--- src/rtl/rgb_frame_writer.sv ---
// rgb_frame_writer: captures an 8-bit RGB565 camera stream (two bytes per pixel,
// high byte first), converts each pixel to RGB444 and issues frame-buffer writes.
//
// Parameters:
//   H_ACTIVE - pixels per active line
//   V_ACTIVE - active lines per frame
//   ADDR_W   - frame-buffer address width
//
// Ports:
//   pclk       - camera pixel clock; everything runs on its rising edge
//   rst        - synchronous, active-high reset
//   vsync      - frame sync, high between frames
//   href       - line valid, high during active bytes
//   d          - camera data byte
//   addr       - frame-buffer write address
//   dout       - RGB444 pixel {R[3:0], G[3:0], B[3:0]}
//   we         - one-cycle write strobe qualifying addr/dout
//   frame_done - one-cycle pulse on each vsync rise (not the first after reset)
//   overflow   - sticky; a frame supplied more pixels than the buffer holds
//
// Build option:
//   RGB_FRAME_WRITER_DECIMATE_EN - when defined, only even pixels of even lines are
//   written and the buffer is sized (H_ACTIVE/2)*(V_ACTIVE/2).

module rgb_frame_writer #(
  parameter int unsigned H_ACTIVE = 640,
  parameter int unsigned V_ACTIVE = 480,
  parameter int unsigned ADDR_W   = 19
) (
  input  logic              pclk,
  input  logic              rst,
  input  logic              vsync,
  input  logic              href,
  input  logic [7:0]        d,
  output logic [ADDR_W-1:0] addr,
  output logic [11:0]       dout,
  output logic              we,
  output logic              frame_done,
  output logic              overflow
);

`ifdef RGB_FRAME_WRITER_DECIMATE_EN
  localparam int unsigned FrameSize = (H_ACTIVE / 2) * (V_ACTIVE / 2);
`else
  localparam int unsigned FrameSize = H_ACTIVE * V_ACTIVE;
`endif
  localparam logic [ADDR_W-1:0] LastAddr = ADDR_W'(FrameSize - 1);

  typedef enum logic [1:0] {StSync, StIdle, StHi, StLo} state_e;

  state_e            state_q, state_d;
  logic              vs_q, vs_prev_q, hr_q;
  logic [7:0]        d_q, hi_q;
  logic [ADDR_W-1:0] addr_q;
  logic [11:0]       dout_q;
  logic              we_q, frame_done_q, overflow_q;
  logic              full_q;       // last location has been written this frame
  logic              seen_rise_q;  // first vsync rise after reset already passed

  logic vs_rise, vs_fall;
  logic latch_hi, pix_done;
  logic keep, at_last, wr_fire, ovf_fire;

  assign vs_rise = vs_q & ~vs_prev_q;
  assign vs_fall = ~vs_q & vs_prev_q;

  // Next-state logic. HI behaves like IDLE; both wait for the next high byte.
  always_comb begin
    state_d  = state_q;
    latch_hi = 1'b0;
    pix_done = 1'b0;
    if (vs_q) begin
      state_d = StSync;
    end else begin
      unique case (state_q)
        StSync: begin
          if (vs_fall) state_d = StIdle;
        end
        StIdle, StHi: begin
          if (hr_q) begin
            latch_hi = 1'b1;
            state_d  = StLo;
          end else begin
            state_d = StIdle;
          end
        end
        StLo: begin
          // href low here means the line ended on a lone high byte: drop it.
          if (hr_q) begin
            pix_done = 1'b1;
            state_d  = StHi;
          end else begin
            state_d = StIdle;
          end
        end
        default: state_d = StSync;
      endcase
    end
  end

`ifdef RGB_FRAME_WRITER_DECIMATE_EN
  logic hr_prev_q, line_odd_q, pix_odd_q;
  logic line_end;

  assign line_end = hr_prev_q & ~hr_q;
  assign keep     = ~line_odd_q & ~pix_odd_q;

  always_ff @(posedge pclk) begin
    if (rst) begin
      hr_prev_q  <= 1'b0;
      line_odd_q <= 1'b0;
      pix_odd_q  <= 1'b0;
    end else begin
      hr_prev_q <= hr_q;
      if (state_q == StSync) begin
        line_odd_q <= 1'b0;
        pix_odd_q  <= 1'b0;
      end else if (line_end) begin
        line_odd_q <= ~line_odd_q;
        pix_odd_q  <= 1'b0;
      end else if (pix_done) begin
        pix_odd_q <= ~pix_odd_q;
      end
    end
  end
`else
  assign keep = 1'b1;
`endif

  // The write at LastAddr is still in flight while full_q lags by a cycle.
  assign at_last  = full_q | (we_q & (addr_q == LastAddr));
  assign wr_fire  = pix_done & keep & ~at_last;
  assign ovf_fire = pix_done & keep & at_last;

  always_ff @(posedge pclk) begin
    if (rst) begin
      state_q      <= StSync;
      vs_q         <= 1'b0;
      vs_prev_q    <= 1'b0;
      hr_q         <= 1'b0;
      d_q          <= 8'h00;
      hi_q         <= 8'h00;
      addr_q       <= '0;
      dout_q       <= 12'h000;
      we_q         <= 1'b0;
      frame_done_q <= 1'b0;
      overflow_q   <= 1'b0;
      full_q       <= 1'b0;
      seen_rise_q  <= 1'b0;
    end else begin
      state_q      <= state_d;
      vs_q         <= vsync;
      vs_prev_q    <= vs_q;
      hr_q         <= href;
      d_q          <= d;
      we_q         <= wr_fire;
      frame_done_q <= vs_rise & seen_rise_q;
      if (vs_rise) seen_rise_q <= 1'b1;
      if (latch_hi) hi_q <= d_q;
      // hi = {R5, G6[5:3]}, lo = {G6[2:0], B5}; keep the top bits of each channel.
      if (wr_fire) dout_q <= {hi_q[7:4], hi_q[2:0], d_q[7], d_q[4:1]};
      if (ovf_fire) overflow_q <= 1'b1;
      // vsync rise wins over a post-write increment.
      if (vs_rise) begin
        addr_q <= '0;
        full_q <= 1'b0;
      end else if (we_q) begin
        if (addr_q == LastAddr) full_q <= 1'b1;
        else                    addr_q <= addr_q + ADDR_W'(1);
      end
    end
  end

  assign addr       = addr_q;
  assign dout       = dout_q;
  assign we         = we_q;
  assign frame_done = frame_done_q;
  assign overflow   = overflow_q;

endmodule

--- config.mk ---
export PLATFORM = sky130hd
export DESIGN_NAME = rgb_frame_writer
export DESIGN_NICKNAME = d
export VERILOG_FILES = /design/src/rtl/rgb_frame_writer.sv
export SDC_FILE = /design/constraint.sdc
export NUM_CORES = 1
export LEC_CHECK = 0
export BUFFER_PORTS_ARGS = -buffer_cell sky130_fd_sc_hd__buf_2
export CELL_PAD_IN_SITES_DETAIL_PLACEMENT = 0
export CELL_PAD_IN_SITES_GLOBAL_PLACEMENT = 1
export CORE_MARGIN = 2
export CORE_UTILIZATION = 41
export DETAILED_ROUTE_END_ITERATION = 10
export GPL_ROUTABILITY_DRIVEN = 0
export PLACE_DENSITY_LB_ADDON = 0.1
export SYNTH_ARGS = -nofsm -noshare
export SYNTH_HDL_FRONTEND = slang
export SYNTH_SLANG_ARGS = --single-unit
--- constraint.sdc ---
create_clock -name pclk -period 2.1 [get_ports pclk]
set_input_delay 0.315 -clock pclk [delete_from_list [all_inputs] [get_ports pclk]]
set_output_delay 0.315 -clock pclk [all_outputs]
set_load 0.01 [all_outputs]
==> results.json, run 1 <==
{
  "p_leak_uw": 0.001216,
  "area_delta_synth_final_pct": 17.15,
  "path_max_fanout": 13,
  "grt_max_degree": 21,
  "fmax_ghz": 0.5342,
  "worst-path-stages": 7,
  "endpoint_kind": "register",
  "dr.pass1.iters": 4,
  "die_h_um": 79.10,
  "clockRootBuffer": "clkbuf_8",
  "antenna_found_initial": 0,
  "ant_nets": 0,
  "synthCells": 234,
  "cp-start-kind": "register",
  "viasPerCell": 4.885,
  "routed_wl_um": 4477,
  "reg2reg_to": "dout[2]$_SDFFE_PP0P_",
  "ys_seq_area_share_pct": 48.48,
  "grt_setup_unrepaired": "false",
  "outcome": "finished, final reports clean",
  "nets": 301,
  "wl_per_cell_um": 12.51,
  "r2r_slack_ns": 0.23,
  "final_util_pct": 49.50,
  "critical_path.max_stage_delay_ns": 0.42,
  "grt_usage_pct": 15.07,
  "num_vias": 1749,
  "cp_cell_sequence": "ha_1 -> and4_4 -> nand3_4 -> o21ai_2 -> buf_4 -> mux2i_1 -> nor2_1",
  "fin_worst_skew_ns": 0.006978,
  "min_path_cells": 2,
  "slew_headroom_pct": 66.57,
  "tightest_slew_ns": 0.4944,
  "drcViolationCount": 0,
  "tritoncts": "yes",
  "cts_buffers": 5,
  "dp_hpwl_um": 3249,
  "worst_path_max_delay_cell": "dfxtp_1",
  "crit_buf_inv": 1,
  "grt-busiest-layer": "met2",
  "rr_worst_depth": 7,
  "syn_area_per_cell_um2": 9.881,
  "diodes": 0,
  "worstPathArrival_ns": 2.08,
  "dpl-instance-area_um2": 2614,
  "clk_latency_ns": 0.31,
  "drive_gt1_share_pct": 24.48,
  "fin_area_um2": 2709,
  "die-area_um2": 6256,
  "final_cell_mix": "56 x dfxtp_1, 45 x buf_2, 41 x nor2_1",
  "die_w_um": 79.10,
  "clock_sinks": 56,
  "grt_use_met1_pct": 18.53,
  "core-area_um2": 5473,
  "clk_pin_slew_worst_paths_ns": 0.10,
  "crit_path_end": "dout[2]$_SDFFE_PP0P_",
  "period_minus_slack_ns": 1.872,
  "clockBufferDepth": 2,
  "min_period_over_period_pct": 89.15,
  "slew_violations": 0,
  "path_delay_family": "simple AND/OR/NAND/NOR gates",
  "worst_setup_path_startpoint": "addr[1]$_SDFFE_PP0P_",
  "cts.htree.levels": 2,
  "first_global_vias": 1590,
  "hold_path_class": "primary input to register",
  "synth_area_leaders": "dfxtp_1 48%, mux2i_1 8.7%, nor2_1 6.7%",
  "total_power_uw": 1751,
  "grt_pass1_wl_um": 7376,
  "ir_drop_uv": 342.1,
  "synth_largest_area_cell": "dfxtp_1",
  "fill_cells": 535,
  "synth_top_area_share_pct": 48.48,
  "cts_setup_buffers": 0,
  "syn_area_um2": 2312,
  "met3_usage_pct": 4.545,
  "portBuffers": 45,
  "rr_startpoint": "addr[1]$_SDFFE_PP0P_",
  "cts_resized": 0,
  "use_met2_pct": 25.08,
  "drv_cap": 0,
  "synth.net_count": 250,
  "synth_cell_types": 38,
  "cts_hold_buf": 0,
  "setup_viol": 0,
  "drt_iter0_markers": 56,
  "finalSetupTns_ns": 0,
  "io_pins": 46,
  "row_count": 27,
  "synth_warnings": 0,
  "ys_ff_latch": 56,
  "final_common_cell": "dfxtp_1",
  "worst-endpoint-required_ns": 2.30,
  "p_per_area_nw_per_um2": 646.4,
  "path_class": "register to register",
  "start_util_pct": 42.25,
  "hold_viol": 0,
  "overflow": 0
}
-- synthesized netlist by cell type --
| cell | number |
|---|---|
| nor2_1 | 41 |
| and4bb_1 | 1 |
| buf_6 | 4 |
| dlymetal6s2s_1 | 1 |
| nand3_1 | 9 |
| or3_1 | 5 |
| nor2b_1 | 11 |
| buf_2 | 1 |
| and3b_1 | 1 |
| nor4b_1 | 1 |
| and3_2 | 1 |
| o21ai_0 | 7 |
| nand2_1 | 9 |
| inv_1 | 5 |
| clkbuf_1 | 3 |
| nand4_1 | 5 |
| o31ai_1 | 1 |
| o21ai_2 | 1 |
| ha_1 | 4 |
| or4_1 | 1 |
| xor2_1 | 1 |
| and4_4 | 1 |
| and3_1 | 2 |
| nor3_1 | 5 |
| dfxtp_1 | 56 |
| and2_1 | 1 |
| and4_1 | 4 |
| a21oi_1 | 12 |
| nor4_4 | 2 |
| or2_2 | 1 |
| mux2i_1 | 20 |
| o31ai_4 | 1 |
| o2111ai_1 | 1 |
| a31oi_1 | 1 |
| a2111oi_0 | 2 |
| xnor2_1 | 10 |
| nand4_4 | 1 |
| nand3_4 | 1 |
-- metal layers --
| metal | up-vias | part of all wire (%) |
|---|---|---|
| li1 | 909 | - |
| met1 | 799 | 47 |
| met2 | 34 | 47 |
| met3 | 7 | 4.2 |
| met4 | 0 | 1.3 |
| met5 | - | 0 |
-- how the worst min path moves through the flow --
stage / start / end / slack, ns
floorplan: seen_rise_q$_SDFFE_PP0P_ / seen_rise_q$_SDFFE_PP0P_ / 0.43
global placement: overflow$_SDFFE_PP0P_ / overflow$_SDFFE_PP0P_ / 0.43
detailed placement: overflow$_SDFFE_PP0P_ / overflow$_SDFFE_PP0P_ / 0.43
CTS: d[4] / d_q[4]$_SDFF_PP0_ / 0.19
global route: d[4] / d_q[4]$_SDFF_PP0_ / 0.18
finish: d[2] / d_q[2]$_SDFF_PP0_ / 0.21
-- power breakdown --
| group | switching (uW) | leakage, uW | total [uW] | internal, uW |
|---|---|---|---|---|
| Combinational | 34.6 | 0.000713 | 57.9 | 23.3 |
| Clock | 365 | 0.0000487 | 609 | 244 |
| Sequential | 7.09 | 0.000454 | 1080 | 1080 |
| Total | 407 | 0.00122 | 1750 | 1340 |
-- registers in the layout, indices dropped and copies added (netlist names), 2 cells and up --
register  count
d_q           8
addr         19
hi_q          7
dout         12
state_q       2
-- cells by family (layout without fill, tap and decap cells) --
family / Yosys count / in the layout / synth area share (%)
buffers and inverters: 14 / 66 / 4.004
adder cells (fa/ha/maj): 4 / 4 / 2.165
flip-flops: 56 / 56 / 48.49
multiplexers: 20 / 20 / 8.658
AND/OR/NAND/NOR: 103 / 103 / 25.38
AO/OA/AOI/OAI: 26 / 26 / 7.143
XOR/XNOR: 11 / 11 / 4.167
-- per-stage QoR --
stage	setup WS, ns	cells	hold WS, ns
2_1_floorplan	0.3460	234	0.4330
3_3_place_gp	0.2531	350	0.4333
3_5_place_dp	0.2460	350	0.4349
4_1_cts	0.2178	358	0.1929
5_1_grt	0.08793	358	0.1810
6_report	0.2279	358	0.2069
-- layout make-up --
type	count	area (um^2)	area share, %
Clock inverter	3	26.28	0.9700
Sequential cell	56	1121	41.39
Timing Repair Buffer	53	285.3	10.53
Clock buffer	5	68.82	2.540
Inverter	5	18.77	0.6928
Tap cell	72	90.09	3.326
Multi-Input combinational cell	164	1099	40.55
No activity file was read; power rests on OpenSTA's default activity.
==> run 2: changes to the inputs <==
--- a/config.mk
+++ b/config.mk
@@ -12,7 +12,7 @@
 export CORE_UTILIZATION = 41
 export DETAILED_ROUTE_END_ITERATION = 10
 export GPL_ROUTABILITY_DRIVEN = 0
-export PLACE_DENSITY_LB_ADDON = 0.1
+export PLACE_DENSITY = 0.74
 export SYNTH_ARGS = -nofsm -noshare
 export SYNTH_HDL_FRONTEND = slang
 export SYNTH_SLANG_ARGS = --single-unit
==> run 2 against run 1 <==
Total power fell by 1.8%. Non-clock buffer count unchanged. Sequential power hardly changed. Via count rose by 1.1%. Wire length down 1.5%. Combinational power is 1% higher. Worst setup slack worse by 0.0028 ns. Cell area down 0.23%. Utilization shrank 0.11 points. Sequential cell count unchanged.
==> results.json, run 2 (same netlist as run 1, synthesis figures left out) <==
{
  "outcome": "finished, final reports clean",
  "dp_hpwl_um": 3192,
  "row_count": 27,
  "drv_cap": 0,
  "cts_buffers": 5,
  "drive_gt1_share_pct": 24.13,
  "worst-endpoint-required_ns": 2.29,
  "clockBufferDepth": 2,
  "drcViolationCount": 0,
  "largest_register_ffs": 19,
  "cts.htree.levels": 2,
  "fill_cells": 538,
  "cp-start-kind": "register",
  "grt_max_degree": 37,
  "worst_slack_ns": 0.2251,
  "period_minus_slack_ns": 1.875,
  "core-area_um2": 5473,
  "fin_worst_skew_ns": 0.006193,
  "die-area_um2": 6256,
  "wl_per_cell_um": 12.32,
  "antenna_found_initial": 0,
  "nets": 301,
  "worstPathArrival_ns": 2.07,
  "routed_wl_um": 4410,
  "tightest_slew_ns": 0.5033,
  "slew_headroom_pct": 66.35,
  "area_delta_synth_final_pct": 16.88,
  "cts_resized": 0,
  "grt_setup_unrepaired": "false",
  "slew_violations": 0,
  "fmax_ghz": 0.5334,
  "dr.pass1.iters": 4,
  "die_h_um": 79.10,
  "stdcell_count": 358,
  "path_max_fanout": 13,
  "first_global_vias": 1617,
  "diodes": 0,
  "clockRootBuffer": "clkbuf_8",
  "whs_ns": 0.2120,
  "p_leak_uw": 0.001209,
  "setup_viol": 0,
  "final_common_cell": "dfxtp_1",
  "portBuffers": 45,
  "final_cell_mix": "56 x dfxtp_1, 45 x buf_2, 41 x nor2_1",
  "clk_pin_slew_worst_paths_ns": 0.10,
  "hold_viol": 0,
  "tritoncts": "yes",
  "clock_sinks": 56,
  "p_per_area_nw_per_um2": 636.2,
  "ir_drop_uv": 349.4,
  "hold_path_class": "primary input to register",
  "clk_latency_ns": 0.30,
  "post-place-ws_ns": 0.2319,
  "cts_hold_buf": 0,
  "endpoint_kind": "register",
  "finalSetupTns_ns": 0,
  "num_vias": 1768,
  "total_power_uw": 1719,
  "overflow": 0,
  "viasPerCell": 4.939,
  "path_class": "register to register",
  "drt_iter0_markers": 82,
  "start_util_pct": 42.25,
  "io_pins": 46,
  "cts_setup_buffers": 0,
  "min_period_over_period_pct": 89.28,
  "grt_usage_pct": 15.17,
  "die_w_um": 79.10,
  "dp_cells": 350,
  "ant_nets": 0,
  "grt_pass1_wl_um": 7479
}
## run 2: cell count changes in the layout (fill, tap and decap cells not counted), sizes merged
cell / delta
clkbuf: +1
clkinv: -1
clkinvlp: +1
inv: -1
## run 2: layout make-up
type / instances / area [um^2] / area share, %
inverter: 5 / 18.77 / 0.6944
clock buffer: 6 / 72.57 / 2.685
sequential: 56 / 1121 / 41.48
timing repair buffer: 53 / 285.3 / 10.56
tap: 72 / 90.09 / 3.333
clock inverter: 2 / 16.27 / 0.6019
multi-input combinational: 164 / 1099 / 40.65
## run 2: power breakdown
group	switching (uW)	internal, uW
clock network	338	238
logic	35.1	23.5
registers	7.86	1080
total	381	1340
## run 2: worst max-delay path: stages, from the launching register on
cell and delay (ns):
dfxtp_1 0.41, ha_1 0.22, and4_4 0.26, nand3_4 0.17, o21ai_2 0.17, buf_4 0.26, mux2i_1 0.23, nor2_1 0.05
## run 2: layer usage
metal / global-route usage, % / vias up / routed length (um)
li1: - / 918 / -
met1: 20.72 / 821 / 2246
met2: 23.64 / 27 / 1990
met3: 4.205 / 2 / 149
met4: 4.138 / 0 / 24
met5: 0 / - / 0
## run 2: metrics by stage
stage	util [%]	instance area, um^2
after detailed placement	47.76	2614
after global routing	49.38	2703
after CTS	49.38	2703
final	49.38	2703
after floorplan	-	2312
after global placement	47.76	2614
## run 2: worst paths after layout
kind,depth (start not counted),to,slack (ns),start
hold / removal,2,d_q[4]$_SDFF_PP0_,0.21,d[4]
setup / recovery,7,dout[9]$_SDFFE_PP0P_,0.23,addr[0]$_SDFFE_PP0P_
setup reg to reg,7,dout[9]$_SDFFE_PP0P_,0.23,addr[0]$_SDFFE_PP0P_
hold reg to reg,2,overflow$_SDFFE_PP0P_,0.46,overflow$_SDFFE_PP0P_
==> run 3: changes to the inputs <==
--- a/config.mk
+++ b/config.mk
@@ -12,7 +12,9 @@
 export CORE_UTILIZATION = 41
 export DETAILED_ROUTE_END_ITERATION = 10
 export GPL_ROUTABILITY_DRIVEN = 0
+export MAX_ROUTING_LAYER = met4
 export PLACE_DENSITY = 0.74
+export RECOVER_POWER = 50
 export SYNTH_ARGS = -nofsm -noshare
 export SYNTH_HDL_FRONTEND = slang
 export SYNTH_SLANG_ARGS = --single-unit
==> run 3 against run 2 <==
First-iteration DRC count is 8.5% lower. Sequential power about the same. Sequential cell count is the same. Hold slack barely moved. Final cell count stayed put. Clock skew is essentially flat. Cell area decreased by 1.9%. Register-to-register slack got worse by 0.02 ns. Via count is 0.40% lower. Critical path type unchanged. Largest power group unchanged.
==> results.json, run 3 (same netlist as run 1, synthesis figures left out) <==
{
  "ant_nets": 0,
  "critical_path.max_stage_delay_ns": 0.42,
  "io_pins": 46,
  "cts_hold_buf": 0,
  "worst-endpoint-required_ns": 2.29,
  "die_w_um": 79.10,
  "fin_worst_skew_ns": 0.006287,
  "worstPathArrival_ns": 2.08,
  "worst_slack_ns": 0.2080,
  "fill_cells": 560,
  "hold_path_class": "primary input to register",
  "hold_viol": 0,
  "antenna_found_initial": 0,
  "cts_resized": 0,
  "endpoint_kind": "register",
  "worst_path_max_delay_cell": "dfxtp_1",
  "clockRootBuffer": "clkbuf_8",
  "holdPathEnd": "d_q[4]$_SDFF_PP0_",
  "cts_setup_buffers": 0,
  "r2r_slack_ns": 0.21,
  "cts.htree.levels": 2,
  "final_util_pct": 48.45,
  "grt_setup_unrepaired": "false",
  "num_vias": 1761,
  "grt_pass1_wl_um": 7472,
  "clockBufferDepth": 2,
  "path_delay_family": "simple AND/OR/NAND/NOR gates",
  "crit_buf_inv": 1,
  "clock_sinks": 56,
  "clk_pin_slew_worst_paths_ns": 0.10,
  "overflow": 0,
  "rr_worst_depth": 7,
  "fmax_ghz": 0.5285,
  "slew_headroom_pct": 66.24,
  "nets": 301,
  "tightest_slew_ns": 0.5050,
  "final_common_cell": "dfxtp_1",
  "period_minus_slack_ns": 1.892,
  "p_per_area_nw_per_um2": 648.6,
  "path_max_fanout": 13,
  "min_period_over_period_pct": 90.10,
  "drive_gt1_share_pct": 12.59,
  "switching_share_pct": 22.21,
  "drv_cap": 0,
  "final_cell_mix": "56 x dfxtp_1, 41 x nor2_1, 34 x clkbuf_1",
  "setup_viol": 0,
  "grt_usage_pct": 15.61,
  "path_class": "register to register",
  "cp-start-kind": "register",
  "diodes": 0,
  "fin_area_um2": 2651,
  "rr_startpoint": "addr[0]$_SDFFE_PP0P_",
  "reg2reg_to": "dout[9]$_SDFFE_PP0P_",
  "area_delta_synth_final_pct": 14.66,
  "p_int_uw": 1338,
  "post-place-ws_ns": 0.2319,
  "dp_hpwl_um": 3192,
  "min-delay-start": "d[4]",
  "ir_drop_uv": 349.1,
  "dpl-instance-area_um2": 2614,
  "clkPwrFrac_pct": 33.5,
  "viasPerCell": 4.919,
  "seqPwrFrac_pct": 63.1,
  "p_leak_uw": 0.001065,
  "grt_max_degree": 37,
  "die-area_um2": 6256,
  "dr.pass1.iters": 4,
  "first_global_vias": 1618,
  "cts_buffers": 5,
  "combPwrFrac_pct": 3.4,
  "finalSetupTns_ns": 0,
  "start_util_pct": 42.25,
  "multi_input_area_um2": 1099,
  "drt_iter0_markers": 75,
  "outcome": "finished, final reports clean",
  "largest_register_ffs": 19,
  "wl_per_cell_um": 12.42,
  "tritoncts": "yes",
  "row_count": 27,
  "drcViolationCount": 0,
  "die_h_um": 79.10,
  "cp_cell_sequence": "ha_1 -> and4_4 -> nand3_4 -> o21ai_2 -> buf_4 -> mux2i_1 -> nor2_1",
  "routed_wl_um": 4448,
  "portBuffers": 45,
  "slew_violations": 0,
  "seq_area_um2": 1121,
  "switchingPower_uw": 381.8,
  "min_path_cells": 2,
  "clk_latency_ns": 0.30,
  "core-area_um2": 5473
}
## run 3: power groups by stage
| stage | sequential (uW) | combinational, uW | clock [uW] |
|---|---|---|---|
| floorplan | 1110 | 44.5 | 0 |
| finish | 1080 | 58.2 | 577 |
| global placement | 1110 | 59.3 | 0 |
| global route | 1090 | 66.8 | 648 |
| CTS | 1080 | 59.6 | 606 |
| detailed placement | 1110 | 59.1 | 0 |
## run 3: how the worst max path moves through the flow
stage	start	to	depth (start not counted)
detailed placement	addr[0]$_SDFFE_PP0P_	dout[9]$_SDFFE_PP0P_	7
global route	addr[0]$_SDFFE_PP0P_	dout[9]$_SDFFE_PP0P_	7
global placement	addr[0]$_SDFFE_PP0P_	dout[9]$_SDFFE_PP0P_	7
floorplan	addr[0]$_SDFFE_PP0P_	dout[0]$_SDFFE_PP0P_	7
finish	addr[0]$_SDFFE_PP0P_	dout[9]$_SDFFE_PP0P_	7
CTS	addr[0]$_SDFFE_PP0P_	dout[9]$_SDFFE_PP0P_	7
## run 3: per-stage QoR
step / power, uW / hold WS, ns / instances
6_report: 1720 / 0.2119 / 358
5_1_grt: 1802 / 0.1994 / 358
4_1_cts: 1750 / 0.2015 / 358
3_5_place_dp: 1169 / 0.4441 / 350
3_3_place_gp: 1168 / 0.4354 / 350
2_1_floorplan: 1151 / 0.4330 / 234
## run 3: layout make-up
class	count	area share, %
inverter	5	0.7079
timing repair buffer	53	8.825
clock inverter	2	0.6135
clock buffer	6	2.737
sequential	56	42.28
multi-input combinational	164	41.43
tap	72	3.398
## run 3: metal layers
layer	track usage [%]	up-vias	share of wire, %
met4	4.138	0	0.54
met1	20.93	808	51
met2	23.47	31	45
met3	4.205	2	3.7
li1	-	920	-
met5	-	-	0
